==> config.mk <==
export PLATFORM = sky130hd
export DESIGN_NAME = uart_frame_ctrl
export DESIGN_NICKNAME = d
export VERILOG_FILES = /design/src/rtl/uart_frame_ctrl.sv
export SDC_FILE = /design/constraint.sdc
export NUM_CORES = 1
export LEC_CHECK = 0
export CAP_MARGIN = 20
export CORE_MARGIN = 4
export CORE_UTILIZATION = 45
export CTS_CLUSTER_DIAMETER = 30
export DETAILED_ROUTE_END_ITERATION = 10
export HOLD_SLACK_MARGIN = 0.12
export PLACE_DENSITY = 0.71
export SLEW_MARGIN = 20
export SYNTH_ARGS = -nofsm -noshare
export SYNTH_HDL_FRONTEND = slang
export SYNTH_SLANG_ARGS = --single-unit
==> constraint.sdc <==
create_clock -name clk -period 2.1 [get_ports clk]
set_input_delay 0.525 -clock clk [delete_from_list [all_inputs] [get_ports clk]]
set_output_delay 0.525 -clock clk [all_outputs]
set_load 0.01 [all_outputs]
==> src/rtl/uart_frame_ctrl.sv <==
// uart_frame_ctrl: sync-byte hunter and pixel-frame sequencer between the UART
// receiver and the classifier pixel buffer. It also owns the receiver baud code
// and aborts frames that stall between bytes.
// Optional feature macro: FRAME_CSUM_EN. When defined, a trailing XOR checksum
// byte follows each frame and is verified before the frame is presented.
module uart_frame_ctrl #(
    parameter int unsigned PIXELS      = 784,
    parameter int unsigned ADDR_W      = 10,
    parameter logic [7:0]  SYNC_BYTE   = 8'hA5,
    parameter int unsigned TIMEOUT_CYC = 2000000,
    parameter int unsigned TO_W        = 21
) (
    input  logic              clk,
    input  logic              reset,
    input  logic [2:0]        baud_sel_cfg,
    output logic [2:0]        baud_set,
    input  logic [7:0]        rx_byte,
    input  logic              rx_done,
    output logic              pix_we,
    output logic [ADDR_W-1:0] pix_addr,
    output logic [7:0]        pix_data,
    output logic              frame_valid,
    input  logic              frame_ack,
    output logic              busy,
    output logic              err_timeout,
    output logic              err_overrun,
    output logic              err_csum
);

    // Pixel counter is one bit wider so it can hold PIXELS itself.
    localparam int unsigned      CNT_W   = ADDR_W + 1;
    localparam logic [CNT_W-1:0] CNT_END = CNT_W'(PIXELS);
    localparam logic [TO_W-1:0]  TO_LAST = TO_W'(TIMEOUT_CYC - 1);

    typedef enum logic [2:0] {
        S_IDLE,
        S_RECV,
        S_FLUSH,
`ifdef FRAME_CSUM_EN
        S_CHECK,
`endif
        S_HOLD
    } state_t;

    state_t           state;
    logic [CNT_W-1:0] cnt;
    logic [TO_W-1:0]  tcnt;
`ifdef FRAME_CSUM_EN
    logic [7:0]       csum;
`else
    assign err_csum = 1'b0;
`endif

    // Frame sequencer: state, counters and every registered output.
    always_ff @(posedge clk) begin
        if (reset) begin
            state       <= S_IDLE;
            cnt         <= '0;
            tcnt        <= '0;
            baud_set    <= '0;
            pix_we      <= 1'b0;
            pix_addr    <= '0;
            pix_data    <= '0;
            frame_valid <= 1'b0;
            busy        <= 1'b0;
            err_timeout <= 1'b0;
            err_overrun <= 1'b0;
`ifdef FRAME_CSUM_EN
            csum        <= '0;
            err_csum    <= 1'b0;
`endif
        end else begin
            pix_we      <= 1'b0;
            err_timeout <= 1'b0;
            err_overrun <= 1'b0;
`ifdef FRAME_CSUM_EN
            err_csum    <= 1'b0;
`endif
            case (state)
                S_IDLE: begin
                    baud_set <= baud_sel_cfg;
                    if (rx_done && rx_byte == SYNC_BYTE) begin
                        cnt   <= '0;
                        tcnt  <= '0;
                        busy  <= 1'b1;
                        state <= S_RECV;
`ifdef FRAME_CSUM_EN
                        csum  <= '0;
`endif
                    end
                end
                S_RECV: begin
                    // Leave only after the final write has been presented.
                    if (cnt == CNT_END) begin
                        tcnt  <= '0;
`ifdef FRAME_CSUM_EN
                        state <= S_CHECK;
`else
                        state <= S_FLUSH;
`endif
                    end else if (rx_done) begin
                        pix_we   <= 1'b1;
                        pix_addr <= cnt[ADDR_W-1:0];
                        pix_data <= rx_byte;
                        cnt      <= cnt + CNT_W'(1);
                        tcnt     <= '0;
`ifdef FRAME_CSUM_EN
                        csum     <= csum ^ rx_byte;
`endif
                    end else if (tcnt == TO_LAST) begin
                        err_timeout <= 1'b1;
                        busy        <= 1'b0;
                        state       <= S_IDLE;
                    end else begin
                        tcnt <= tcnt + TO_W'(1);
                    end
                end
`ifdef FRAME_CSUM_EN
                S_CHECK: begin
                    if (rx_done) begin
                        if (rx_byte == csum) begin
                            state <= S_FLUSH;
                        end else begin
                            err_csum <= 1'b1;
                            busy     <= 1'b0;
                            state    <= S_IDLE;
                        end
                    end else if (tcnt == TO_LAST) begin
                        err_timeout <= 1'b1;
                        busy        <= 1'b0;
                        state       <= S_IDLE;
                    end else begin
                        tcnt <= tcnt + TO_W'(1);
                    end
                end
`endif
                S_FLUSH: begin
                    frame_valid <= 1'b1;
                    busy        <= 1'b0;
                    state       <= S_HOLD;
                end
                S_HOLD: begin
                    if (rx_done) begin
                        err_overrun <= 1'b1;
                    end
                    if (frame_ack) begin
                        frame_valid <= 1'b0;
                        state       <= S_IDLE;
                    end
                end
                default: begin
                    busy  <= 1'b0;
                    state <= S_IDLE;
                end
            endcase
        end
    end

endmodule

==> results.md, run 1 <==
* Run status: finished clean
* DIE AREA at 0.00755 mm²
* Avg Cell Area, Syn at 8.21 µm²
* CTS tree: yes
* Dominant synthesized flop cell: dfxtp_1
* Total number of vias at 2676
* Endpoint class of the critical path: flop
* FF-to-FF Start: cnt[0]
* Ys async rst share at 0
* Syn Inst Count at 341
* Comb pwr share at 0.041
* CTS H-tree depth at 3
* Final WL at 7200 µm
* CTS buffer count at 9
* CP arrival at 2.36 ns
* Post-DR vias/cell at 5.55
* I/O pins at 42
* Crit path kind: in -> reg
* Maximum VDD drop at 0.425 mV
* Largest fanout on the critical path at 2
* Sequential share of power at 0.497
* Total Nets Final at 420
* Gpl congestion at 0.836
* Synthesized flop and latch total at 60
* Iter 0 DRT Violations at 171
* Antenna violations before repair at 0
* Net switching fraction of the power at 0.241
* Ant diodes at 0
* Count of non-filler cells in the finished layout at 482
* R2R Path End: tcnt[3]
* Final Cycle Share at 0.983
* Most common cell after layout, fill and taps aside: dfxtp_1
* Placed Area at 0.00346 mm²
* Post-synth EDFFs at 0
* Clk sinks at 60
* Pin count of the biggest net entering global routing at 32
* Worst setup startpoint: rx_byte[5]
* Mapped Area at 0.00280 mm²
* Total global routing overflow at 0
* Die W at 86.9 µm
* Final ANT Viol Nets at 0
* Slew Limit Fails at 0
* Placed insts at 466
* Slew headroom at 0.604
* Utilization after layout at 0.616
* Yosys warning count at 0
* Share of cells above drive strength 1 at 0.140
* Row count at 28
* Flop2flop setup slack at 0.15 ns
* Clk pwr share at 0.462
* Hold Slack at 0.462 ns
* Required arrival time at the worst endpoint at 2.39 ns
* Synth top area share at 0.429
* Fin crit period at 2.06 ns
* Synth cell types at 49
* I/O Buffers at 40
* Power Internal at 0.00174 W
* Hold crit path type: in -> reg
* Synthesized Nets at 359
* Leak at 1.26 nW
* Final HPWL DP at 5070 µm
* DRC viols at 0
* # fillers at 507
* Power per Cell Area at 622 mW/mm²
* DR WL/cell at 14.9 µm
* # Post-CTS Setup Buffers at 0
* Top cells by area, synth: dfxtp_1, nand2_1, a21oi_1
* Final Hold Viols at 0
* First-pass GRT wire length at 12100 µm
* Root Buffer: clkbuf_8
* Setup Skew at 0.0105 ns
* Starting density of the core at 0.467
* Max_cap viols at 0
* Hold_buf cts at 0
* CP endpoint: tcnt[9]
* TritonRoute pass-1 iters at 4
* Slew @ Worst Pin at 0.594 ns
* GR Util All Layers at 0.203
* Final setup vio count at 0
* Most frequent cells in the layout: dfxtp_1, nand2_1, clkdlybuf4s50_1
* Chip height at 86.9 µm
* Synth area leader: dfxtp_1
* Seq/Total Area, Yosys at 0.429
* Hold path depth at 3
* Clock Path Buffers at 2
* R2R depth at 8
* Clk pin slew, worst setup/hold paths at 0.08 ns
* Fin area at 0.00369 mm²
* Fmax at 485 MHz
* Clk_lat worst skew at 0.35 ns
* CP Launch Type: input pin
* Core footprint at 0.00599 mm²
* Layout area overhead at 31.9%
* Psw at 0.000554 W
* Vias in the first global route at 2535
## critical path, cell delays in order
cell	delay (ns)
clkdlybuf4s50_1	0.43
and4b_2	0.26
buf_4	0.14
a31o_2	0.23
a21o_1	0.19
or4_4	0.51
nand2_2	0.07
## per-stage QoR
stage | TNS, ns | total power (W) | worst slack (ns)
floorplan | 0 | 0.00120 | 0.0770
global placement | -5.31 | 0.00126 | -0.347
detailed placement | -5.64 | 0.00126 | -0.371
CTS | 0 | 0.00232 | 0.0529
global route | -0.0159 | 0.00239 | -0.0101
finish | 0 | 0.00230 | 0.0365
## power groups by stage
stage | combinational, W | clock [W] | sequential (W)
3_5_place_dp | 0.0000936 | 0 | 0.00117
5_1_grt | 0.000102 | 0.00114 | 0.00114
4_1_cts | 0.0000940 | 0.00108 | 0.00114
6_report | 0.0000948 | 0.00106 | 0.00114
3_3_place_gp | 0.0000936 | 0 | 0.00117
2_1_floorplan | 0.0000306 | 0 | 0.00117
## repair_timing
item / CTS / global route
pin swaps: 2 / 2
setup endpoints to repair: 1 / 3
resized for setup: 1 / 7
## kinds of logic (layout without fill, tap and decap cells)
| group | after synthesis | after routing | synth area share |
|---|---|---|---|
| AND/OR/NAND/NOR | 176 | 176 | 0.335 |
| buffers and inverters | 23 | 89 | 0.0344 |
| XOR/XNOR | 19 | 19 | 0.0594 |
| multiplexers | 1 | 1 | 0.00357 |
| adder cells (fa/ha/maj) | 3 | 3 | 0.0134 |
| other | 1 | 1 | 0.00134 |
| AO/OA/AOI/OAI | 58 | 58 | 0.124 |
| flip-flops | 60 | 60 | 0.429 |
## cell type report
class | instances | area (µm²) | area share
clock buffers | 9 | 124 | 0.0335
clock inverters | 7 | 76.3 | 0.0207
inverters | 2 | 7.51 | 0.00203
multi-input cells | 258 | 1540 | 0.416
flip-flops and latches | 60 | 1200 | 0.325
well taps | 75 | 93.8 | 0.0254
repair buffers | 71 | 652 | 0.177
## synth_stat cells (3+ instances only)
library cell and n:
nor4bb_1 3, a31oi_1 3, and2_1 4, xor2_1 3, nand4_1 8, nand2_1 52, nor2b_1 3, or3_1 5
nor3_1 11, buf_2 5, ha_1 3, o31ai_1 3, clkbuf_1 12, nand2b_1 3, o21ai_0 4, and4_1 3
nor4_1 15, nand3_1 13, buf_1 3, o21ai_1 3, nor2_1 32, xnor2_1 16, nand4b_1 4, dfxtp_1 60
and3_1 6, a21oi_1 32, or4_1 4
## sequential cells by signal, indices dropped and copies added, names as in the netlist
signal,flops
err_overrun,1
busy,1
tcnt,21
baud_set,3
pix_we,1
cnt,11
pix_addr,10
frame_valid,1
err_timeout,1
state,2
pix_data,8
## metal layers
layer | vias up | global-route usage | wire (µm)
met5 | - | 0 | 0
met4 | 0 | 0.0751 | 87
met3 | 8 | 0.0719 | 386
met2 | 75 | 0.301 | 3360
met1 | 1244 | 0.271 | 3370
li1 | 1349 | - | -
## how the worst min path moves through the flow
stage | startpoint | to | slack, ns
2_1_floorplan | cnt[9] | pix_addr[9] | 0.45
3_3_place_gp | pix_data[2] | pix_data[2] | 0.44
3_5_place_dp | pix_addr[5] | pix_addr[5] | 0.45
4_1_cts | pix_addr[5] | pix_addr[5] | 0.46
5_1_grt | rx_byte[6] | pix_data[6] | 0.46
6_report | rx_byte[6] | pix_data[6] | 0.46
Power figures use the tool's default switching activity.
==> inputs of run 2 (changes only) <==
- TNS_END_PERCENT: unset -> 20
==> results of run 2 <==
The final DEF is identical to that of run 1; final timing and power are the same.
